`src/rtl/uart_pkg.sv`:
```
// ---------------------------------------------------------------------------
// uart_pkg
// Shared definitions for the UART transmit path (and later the RX side).
//   state_e      : transmitter FSM states, 3-bit encoding
//   TX_IDLE_LVL  : level of an idle serial line (mark)
//   frame_len()  : clk cycles in one frame, start bit through last stop bit
// ---------------------------------------------------------------------------
package uart_pkg;

    typedef enum logic [2:0] {
        IDLE   = 3'd0,
        POP    = 3'd1,
        WAIT   = 3'd2,
        START  = 3'd3,
        DATA   = 3'd4,
        PARITY = 3'd5,
        STOP   = 3'd6
    } state_e;

    localparam logic TX_IDLE_LVL = 1'b1;

    // Cycles from the first start-bit cycle to the last stop-bit cycle.
    function automatic int unsigned frame_len(
        input int unsigned data_w,
        input int unsigned parity_en,
        input int unsigned stop_bits,
        input int unsigned clks_per_bit
    );
        return (1 + data_w + parity_en + stop_bits) * clks_per_bit;
    endfunction

endpackage

```
`src/rtl/uart_baud_tick.sv`:
```
// ---------------------------------------------------------------------------
// uart_baud_tick
// Bit-period timer: a down-counter that reloads to CLKS_PER_BIT-1 and raises
// bit_tick_o during the final cycle of every bit period.
//   clk_i      : system clock, rising edge
//   rst_ni     : asynchronous active-low reset (counter cleared)
//   clr_i      : synchronous restart; the next cycle is the first of a period
//   bit_tick_o : high in the last cycle of each CLKS_PER_BIT-cycle period
// ---------------------------------------------------------------------------
module uart_baud_tick #(
    parameter int unsigned CLKS_PER_BIT = 16
) (
    input  logic clk_i,
    input  logic rst_ni,
    input  logic clr_i,
    output logic bit_tick_o
);

    localparam int unsigned CNT_W = (CLKS_PER_BIT > 1) ? $clog2(CLKS_PER_BIT) : 1;
    localparam logic [CNT_W-1:0] RELOAD = CNT_W'(CLKS_PER_BIT - 1);

    logic [CNT_W-1:0] cnt_q;
    logic [CNT_W-1:0] cnt_d;

    always_comb begin
        cnt_d = cnt_q;
        if (clr_i || (cnt_q == '0)) begin
            cnt_d = RELOAD;
        end else begin
            cnt_d = cnt_q - 1'b1;
        end
    end

    always_ff @(posedge clk_i or negedge rst_ni) begin
        if (!rst_ni) begin
            cnt_q <= '0;
        end else begin
            cnt_q <= cnt_d;
        end
    end

    // Decoded from the registered count, so the tick never depends on clr_i.
    assign bit_tick_o = (cnt_q == '0);

endmodule

```
`src/rtl/fifo_uart_tx.sv`:
```
// ---------------------------------------------------------------------------
// fifo_uart_tx
// Drains bytes from a synchronous FIFO (rd_en / registered data_out / empty)
// and serialises each as a UART frame: start bit, LSB-first data, optional
// even parity, 1 or 2 stop bits. Back-to-back frames leave a 2-cycle high gap.
//   clk        : system clock, rising edge
//   rst        : asynchronous active-low reset
//   fifo_empty : FIFO empty flag
//   fifo_data  : FIFO data_out, valid the cycle after the rd_en edge
//   fifo_rd_en : one-cycle pop strobe
//   tx         : serial line, idle high
//   busy       : high from POP through the last stop-bit cycle
//   frame_done : pulse in the final cycle of the last stop bit
// All outputs are Moore decodes of registered state.
// ---------------------------------------------------------------------------
module fifo_uart_tx
    import uart_pkg::*;
#(
    parameter int unsigned DATA_W       = 8,
    parameter int unsigned CLKS_PER_BIT = 16,
    parameter int unsigned PARITY_EN    = 0,
    parameter int unsigned STOP_BITS    = 1
) (
    input  logic              clk,
    input  logic              rst,
    input  logic              fifo_empty,
    input  logic [DATA_W-1:0] fifo_data,
    output logic              fifo_rd_en,
    output logic              tx,
    output logic              busy,
    output logic              frame_done
);

    localparam int unsigned FRAME_LEN = frame_len(DATA_W, PARITY_EN, STOP_BITS, CLKS_PER_BIT);
    // The stop period is whatever remains of the frame after start, data, parity.
    localparam int unsigned STOP_LEN  = FRAME_LEN - (1 + DATA_W + PARITY_EN) * CLKS_PER_BIT;
    localparam int unsigned BIT_W     = $clog2(DATA_W + 1);
    localparam int unsigned STOP_W    = $clog2(STOP_LEN);

    localparam logic [BIT_W-1:0]  LAST_BIT  = BIT_W'(DATA_W - 1);
    localparam logic [STOP_W-1:0] LAST_STOP = STOP_W'(STOP_LEN - 1);

    state_e              state_q,    state_d;
    logic [DATA_W-1:0]   shift_q,    shift_d;
    logic                par_q,      par_d;
    logic [BIT_W-1:0]    bit_cnt_q,  bit_cnt_d;
    logic [STOP_W-1:0]   stop_cnt_q, stop_cnt_d;

    logic tick_clr;
    logic bit_tick;

    // Restarting the timer in WAIT aligns the first bit period with START.
    assign tick_clr = (state_q == WAIT);

    uart_baud_tick #(
        .CLKS_PER_BIT (CLKS_PER_BIT)
    ) u_baud_tick (
        .clk_i      (clk),
        .rst_ni     (rst),
        .clr_i      (tick_clr),
        .bit_tick_o (bit_tick)
    );

    // Next-state logic
    always_comb begin
        state_d    = state_q;
        shift_d    = shift_q;
        par_d      = par_q;
        bit_cnt_d  = bit_cnt_q;
        stop_cnt_d = stop_cnt_q;

        case (state_q)
            IDLE: begin
                if (!fifo_empty) begin
                    state_d = POP;
                end
            end
            POP: begin
                state_d = WAIT;
            end
            WAIT: begin
                // Registered FIFO output is valid now; later changes on
                // fifo_empty cannot affect this frame.
                shift_d   = fifo_data;
                par_d     = ^fifo_data;
                bit_cnt_d = '0;
                state_d   = START;
            end
            START: begin
                if (bit_tick) begin
                    state_d = DATA;
                end
            end
            DATA: begin
                if (bit_tick) begin
                    shift_d   = shift_q >> 1;
                    bit_cnt_d = bit_cnt_q + 1'b1;
                    if (bit_cnt_q == LAST_BIT) begin
                        stop_cnt_d = '0;
                        state_d    = (PARITY_EN != 0) ? PARITY : STOP;
                    end
                end
            end
            PARITY: begin
                if (bit_tick) begin
                    stop_cnt_d = '0;
                    state_d    = STOP;
                end
            end
            STOP: begin
                if (stop_cnt_q == LAST_STOP) begin
                    // Pending data chains straight into the next pop.
                    state_d = fifo_empty ? IDLE : POP;
                end else begin
                    stop_cnt_d = stop_cnt_q + 1'b1;
                end
            end
            default: begin
                state_d = IDLE;
            end
        endcase
    end

    always_ff @(posedge clk or negedge rst) begin
        if (!rst) begin
            state_q    <= IDLE;
            shift_q    <= '0;
            par_q      <= 1'b0;
            bit_cnt_q  <= '0;
            stop_cnt_q <= '0;
        end else begin
            state_q    <= state_d;
            shift_q    <= shift_d;
            par_q      <= par_d;
            bit_cnt_q  <= bit_cnt_d;
            stop_cnt_q <= stop_cnt_d;
        end
    end

    // Moore output decode; reset forces IDLE so tx rises without a clock edge.
    always_comb begin
        tx = TX_IDLE_LVL;
        case (state_q)
            START:   tx = 1'b0;
            DATA:    tx = shift_q[0];
            PARITY:  tx = par_q;
            default: tx = TX_IDLE_LVL;
        endcase
    end

    assign fifo_rd_en = (state_q == POP);
    assign busy       = (state_q != IDLE);
    assign frame_done = (state_q == STOP) && (stop_cnt_q == LAST_STOP);

endmodule

```
`config.mk`:
```
export PLATFORM = sky130hd
export DESIGN_NAME = fifo_uart_tx
export DESIGN_NICKNAME = d
export VERILOG_FILES = /design/src/rtl/uart_pkg.sv /design/src/rtl/uart_baud_tick.sv /design/src/rtl/fifo_uart_tx.sv
export SDC_FILE = /design/constraint.sdc
export NUM_CORES = 1
export LEC_CHECK = 0
export ABC_AREA = 1
export BUFFER_PORTS_ARGS = -buffer_cell sky130_fd_sc_hd__buf_4
export CAP_MARGIN = 0
export CORE_UTILIZATION = 58
export DETAILED_ROUTE_END_ITERATION = 12
export PLACE_DENSITY = 0.77
export SLEW_MARGIN = 20
export SYNTH_ARGS = -nofsm -noshare
export SYNTH_HDL_FRONTEND = slang
export SYNTH_HIERARCHICAL = 1
export SYNTH_SLANG_ARGS = --single-unit
```
`constraint.sdc`:
```
create_clock -name clk -period 2.48 [get_ports clk]
set_clock_uncertainty 0.1 [all_clocks]
set_input_delay 0.248 -clock clk [delete_from_list [all_inputs] [get_ports clk]]
set_output_delay 0.248 -clock clk [all_outputs]
set_load 0.05 [all_outputs]
```
======== Yosys cells after proc, flatten, opt, wreduce, memory -nomap -nowiden ========
Index checks and enable logic that the tools add are counted.
storage, ports and cells
  register bits ........................... 24
  word-level logic and storage cells ...... 54
cells by class
  $add $sub $neg .......................... 3
  equality and inequality tests ........... 15
  mux-type cells .......................... 19
  reduce and logical (&&, ||, !) cells .... 11
operators with widths
  operator                                             number
  two-way mux 4 bit                                    6
  one-hot mux 3 bit (7 select lines)                   1
  two-way mux 3 bit                                    6
  one-hot mux 8 bit (2 select lines)                   1
  inequality test 2 bit, second input constant         7
  one-hot mux 4 bit (3 select lines)                   1
  equality test 3 bit, second input constant           3
  adder 4 x 1 -> 4 bit, second input constant          2
  two-way mux 8 bit                                    1
  one-hot mux 4 bit (2 select lines)                   1
  XOR reduction 8 bit                                  1
  equality test 3 x 2 -> 1 bit, second input constant  2
  AND reduction 6 bit                                  1
  nonzero test 3 bit                                   2
  AND reduction 5 bit                                  1
  equality test 4 x 3 -> 1 bit, second input constant  1
  equality test 4 bit, second input constant           1
  logical NOT 4 bit                                    1
  subtractor 4 x 1 -> 4 bit, second input constant     1
  equality test 3 x 1 -> 1 bit, second input constant  1
  logical NOT 3 bit                                    1
  one-hot mux 1 bit (3 select lines)                   1
  AND reduction 2 bit                                  1
  nonzero test 2 bit                                   1
  3 further kinds                                      3

======== Logic depth before layout (Yosys ltp) ========
  word-level depth ........................ 4
  depth in mapped cells ................... 11
  gate-level depth less buffers ........... 11

======== Modules after synthesis ========
Netlist, hierarchy kept.
by module, submodules not included
  module          instances  cells an instance  area each (um2)  sequential area each (um2)
  fifo_uart_tx    1          177                1,336.3          500.5
  uart_baud_tick  1          23                 186.4            100.1

======== Least setup slack after synthesis ========
OpenSTA, ideal clock, no wires.
  path type ............................... reg2reg
  start ................................... reg state_q[0]
  end ..................................... reg stop_cnt_q[0]
  setup time .............................. 0.065 ns
  arrival ................................. 1.782 ns
  required time ........................... 2.315 ns
  slack ................................... 0.533 ns
  cell stages (with the launch flop) ...... 9
  buffers on the path ..................... 1
  period minus slack after synthesis ...... 1.947 ns
  path through ............................ dfrtp_1 > buf_4 > inv_1 > nand3_2 > nor2_1 > a21oi_1 > nand3_1 > nand2_1 > nand2_1
between the ends
  cells in the longest elaborated chain, start to end .. 3
  elaborated cells between the ends (all ways) .. 10
ends and longest elaborated chain
  what                                                                                 line                 text
  start, declared                                                                      fifo_uart_tx.sv:43   state_e state_q, state_d;
  start signal, assigned                                                               fifo_uart_tx.sv:132  state_q <= state_d;
  equality test 3 bit                                                                  fifo_uart_tx.sv:72   case (state_q)
  inequality test 2 bit (no source line) / nonzero test 3 bit (equally long branches)  --
  AND reduction 5 bit (no source line)                                                 --
  end signal, assigned                                                                 fifo_uart_tx.sv:136  stop_cnt_q <= stop_cnt_d;
  end, declared                                                                        fifo_uart_tx.sv:47   logic [STOP_W-1:0] stop_cnt_q, stop_cnt_d;
Several ways; a longest one is shown, not always the timed one.
A chain may end at the register's enable or synchronous reset.

======== Worst setup path in the final report ========
  start ................................... reg state_q[1]
  end ..................................... out tx
between the ends
  cells in the longest elaborated chain, start to end .. 2
  elaborated cells between the ends (all ways) .. 4
ends and longest elaborated chain
  what                                                                        line                 text
  equality test 3 bit / equality test 3 x 2 -> 1 bit (equally long branches)  fifo_uart_tx.sv:143  case (state_q)
  one-hot mux 1 bit (3 select lines) (*)                                      fifo_uart_tx.sv:143
  end, declared                                                               fifo_uart_tx.sv:29   output logic tx,
Mark *: on every way between the ends. The rest lies on a longest branch, timed or not.

==> impl_metrics.prom <==
# TYPE chip_impl_metric gauge
chip_impl_info{name="status",value="finished, final reports clean"} 1
chip_impl_info{name="post_synth_main_area_contributors",value="dfrtp_1 (39%), nand2_1 (18%), inv_1 (7.1%)"} 1
chip_impl_info{name="worstSetupEndpointType",value="output pin"} 1
chip_impl_metric{name="postRouteAntennaNets",unit=""} 0
chip_impl_info{name="timing.rr.end",value="state_q[1]"} 1
chip_impl_metric{name="area_growth_syn_to_layout",unit="%"} 8.05
chip_impl_metric{name="synth_cell_type_count",unit=""} 30
chip_impl_metric{name="grt_pass1_vias",unit=""} 1121
chip_impl_metric{name="wl_met2",unit="mm"} 1.22
chip_impl_metric{name="synth_top_cell_area_share",unit=""} 0.394
chip_impl_info{name="setup.worst_path.end",value="tx"} 1
chip_impl_metric{name="final_net_count",unit=""} 230
chip_impl_metric{name="number_of_buffers_and_inverters_on_the_critical_path",unit=""} 2
chip_impl_metric{name="setup-violations-final",unit=""} 0
chip_impl_metric{name="antennaDiodeCount",unit=""} 0
chip_impl_metric{name="detail_route.wirelength.met1",unit="mm"} 1.28
chip_impl_metric{name="fillCellCount",unit=""} 217
chip_impl_metric{name="sequential_to_total_area_share_from_yosys_stat",unit=""} 0.394
chip_impl_metric{name="syn_avg_cell_area",unit="um^2"} 7.61
chip_impl_metric{name="number_of_max_cap_violations",unit=""} 0
chip_impl_metric{name="globalRoute.totalOverflow",unit=""} 0
chip_impl_info{name="cts.root.buffer_cell",value="clkbuf_4"} 1
chip_impl_metric{name="synth_warnings",unit=""} 6
chip_impl_metric{name="initial_standard_cell_utilization_of_the_core",unit=""} 0.615
chip_impl_info{name="crit_type",value="reg -> out"} 1
chip_impl_metric{name="worst_path_largest_cell_delay",unit="ns"} 0.50
chip_impl_metric{name="achievable-frequency",unit="GHz"} 0.483
chip_impl_metric{name="first_pass_grt_wire_length",unit="mm"} 4.39
chip_impl_metric{name="grt_start_max_net_pins",unit=""} 25
chip_impl_metric{name="die-width",unit="um"} 53.2
chip_impl_metric{name="timing.critical_path.required",unit="ns"} 2.13
chip_impl_metric{name="htree_levels",unit=""} 1
chip_impl_metric{name="setup_tns",unit="ns"} 0
chip_impl_metric{name="post-dp-hpwl",unit="mm"} 2.03
chip_impl_metric{name="max_slew_headroom_at_the_worst_pin",unit=""} 0.749
chip_impl_metric{name="setup.reg_to_reg.worst_slack",unit="ns"} 0.44
chip_impl_metric{name="post_route_cells_drive_above_1_share",unit=""} 0.168
chip_impl_metric{name="number_of_port_buffers",unit=""} 14
chip_impl_metric{name="path_depth",unit=""} 6
chip_impl_metric{name="ff2ff_path_depth",unit=""} 10
chip_impl_metric{name="proportion_of_synthesized_flip_flops_having_asynchronous_set_or_reset",unit=""} 1.00
chip_impl_metric{name="count_of_unresolved_drc_violations_after_routing",unit=""} 0
chip_impl_metric{name="syn-instance-count",unit=""} 200
chip_impl_metric{name="fin_max_slew_vios",unit=""} 0
chip_impl_info{name="timing.critical_path.cells",value="inv_2, nand2_4, nor2_8, nand2_1, o211ai_1, buf_4"} 1
chip_impl_metric{name="routed_wire_length_per_instance",unit="um"} 10.5
chip_impl_info{name="rsz0062_at_grt",value="false"} 1
chip_impl_metric{name="numClockSinks",unit=""} 24
chip_impl_metric{name="regArea",unit="um^2"} 601
chip_impl_metric{name="mappedNetlistNets",unit=""} 214
chip_impl_metric{name="critPathArrivalTime",unit="ns"} 1.72
chip_impl_metric{name="detailedRoute.firstPassIterationCount",unit=""} 4
chip_impl_metric{name="routed_wl",unit="mm"} 2.57
chip_impl_metric{name="ir_worst_vdd",unit="uV"} 284
chip_impl_info{name="critical_path.reg2reg.startpoint",value="u_baud_tick/cnt_q[0]"} 1
chip_impl_metric{name="final_hold_viol_count",unit=""} 0
chip_impl_info{name="most_repeated_cell_in_the_gate_level_netlist_after_synthesis",value="nand2_1"} 1
chip_impl_info{name="startpoint",value="state_q[1]"} 1
chip_impl_metric{name="cts.clk_slew.worst_paths",unit="ns"} 0.12
chip_impl_metric{name="power.total",unit="uW"} 606
chip_impl_metric{name="cts-buffers-inserted",unit=""} 3
chip_impl_metric{name="antenna_violations_before_repair",unit=""} 0
chip_impl_metric{name="vias",unit=""} 1236
chip_impl_metric{name="stdcell_count",unit=""} 244
chip_impl_metric{name="tightestPinTransition",unit="ns"} 0.376
chip_impl_metric{name="die_height",unit="um"} 53.2
chip_impl_info{name="synth.cells.most_frequent",value="nand2_1 (71), inv_1 (29), dfrtp_1 (24)"} 1
chip_impl_metric{name="met3RoutedLength",unit="um"} 77
chip_impl_metric{name="first_iter_violations",unit=""} 18
chip_impl_info{name="ys.flop_type",value="dfrtp_1"} 1
chip_impl_metric{name="floorplan.die_area",unit="um^2"} 2830
chip_impl_info{name="min_path_type",value="in -> reg"} 1
chip_impl_info{name="crit_slowest_cell",value="dfrtp_1"} 1
chip_impl_metric{name="final_min_period_over_clock_period",unit=""} 0.834
chip_impl_info{name="cell_accounting_for_the_most_synthesized_area",value="dfrtp_1"} 1
chip_impl_metric{name="design.core.area",unit="um^2"} 2480
chip_impl_metric{name="ioPinCount",unit=""} 15
chip_impl_metric{name="detail_route.vias_per_cell",unit=""} 5.07
chip_impl_metric{name="floorplan.rows",unit=""} 18
chip_impl_metric{name="cts.path.max_buffers",unit=""} 2
chip_impl_metric{name="multiInputGateArea",unit="um^2"} 757
chip_impl_metric{name="post_synth_edffs",unit=""} 0
chip_impl_info{name="critPathLaunchType",value="flip-flop"} 1
chip_impl_metric{name="leakage",unit="nW"} 0.903
chip_impl_info{name="critPathTopFamily",value="flip-flops"} 1
chip_impl_metric{name="finalHoldWorstSlack",unit="ns"} 0.114
chip_impl_metric{name="crit_path_max_fanout",unit=""} 19
chip_impl_metric{name="synth.cell_area",unit="um^2"} 1520
chip_impl_info{name="tritoncts_clock_tree",value="done"} 1
chip_impl_metric{name="worst_skew_pair_latency",unit="ns"} 0.31
chip_impl_metric{name="post_synthesis_sequential_element_count",unit=""} 24
chip_impl_metric{name="period_needed",unit="ns"} 2.07
chip_impl_metric{name="grt_util_all_layers",unit=""} 0.212
chip_impl_metric{name="number_of_placed_instances_with_taps_included",unit=""} 240
chip_impl_metric{name="cellPowerDensity",unit="nW/um^2"} 369
chip_impl_info{name="highest_layer",value="met3"} 1
chip_impl_metric{name="gpl.final_weighted_congestion",unit=""} 0.833
chip_impl_metric{name="cts_post_setup_buffers_inserted",unit=""} 0
[power breakdown]
part	switching [mW]	total [mW]	internal [mW]
combinational	0.0289	0.0497	0.0208
clock	0.109	0.165	0.0568
sequential	0	0.391	0.391
[layout make-up]
type,instances,share of cell area
sequential,24,0.365
timing repair buffer,15,0.0700
inverter,30,0.0684
multi-input combinational,142,0.460
tap,30,0.0228
clock buffer,3,0.0137
[per-stage QoR]
| stage | instance area (um^2) | worst slack, ns | utilization |
|---|---|---|---|
| floorplan | 1520 | 0.533 | - |
| global placement | 1610 | 0.540 | 0.651 |
| detailed placement | 1610 | 0.444 | 0.651 |
| CTS | 1650 | 0.400 | 0.664 |
| global route | 1650 | 0.181 | 0.664 |
| finish | 1650 | 0.411 | 0.664 |
[worst register-to-register path, delay by kind of cell (launching register included)]
family | cells | cell delay [ns]
compound gates | 2 | 0.32
fa+ha+maj | 1 | 0.17
buf+inv | 2 | 0.15
flops | 1 | 0.40
simple gates | 5 | 0.82
[per-layer routing]
metal  vias to the layer above  global-route usage
met5                         -                   0
met4                         0              0.0263
li1                        659                   -
met2                        14               0.352
met1                       563               0.278
met3                         0              0.0603
[how the worst min path moves through the flow]
| stage | start | to | slack [ns] | cells after the start |
|---|---|---|---|---|
| floorplan | rst | bit_cnt_q[0] | -0.15 | 0 |
| global placement | rst | shift_q[2] | 0.06 | 1 |
| detailed placement | rst | shift_q[1] | 0.06 | 1 |
| CTS | fifo_data[6] | shift_q[6] | 0.11 | 3 |
| global route | fifo_data[6] | shift_q[6] | 0.11 | 3 |
| finish | fifo_data[3] | shift_q[3] | 0.11 | 3 |
[registers in the layout, summed over array words and instances, names as in the netlist]
signal	count
stop_cnt_q	4
shift_q	8
state_q	3
u_baud_tick/cnt_q	4
bit_cnt_q	4
par_q	1
[layout by cell type, fill, tap and decap left out, types with 2 or more instances in the layout]
master and count:
a21oi_1 3, ha_1 3, o211ai_1 7, xnor2_1 2
o21ai_0 6, dfrtp_1 24, nand2_1 71, inv_1 29
o21ai_2 6, nand3_1 12, o211ai_2 2, nor2_1 13
nand2_4 3, o21ai_1 2, or2_2 2, buf_4 14
clkbuf_4 3
[cells by family (layout without fill, tap and decap cells)]
| logic type | Yosys count | after routing | synth area share |
|---|---|---|---|
| AND/OR/NAND/NOR | 109 | 109 | 0.330 |
| flip-flops | 24 | 24 | 0.394 |
| buffers and inverters | 34 | 48 | 0.108 |
| XOR/XNOR | 3 | 3 | 0.0173 |
| AO/OA/AOI/OAI | 27 | 27 | 0.126 |
| adder cells (fa/ha/maj) | 3 | 3 | 0.0247 |
[repair_timing]
action                    in CTS  in global routing
gates resized for setup        0                  0
hold buffers                   1                  0
hold endpoints to repair      24                  0
Power figures use the tool's default switching activity.
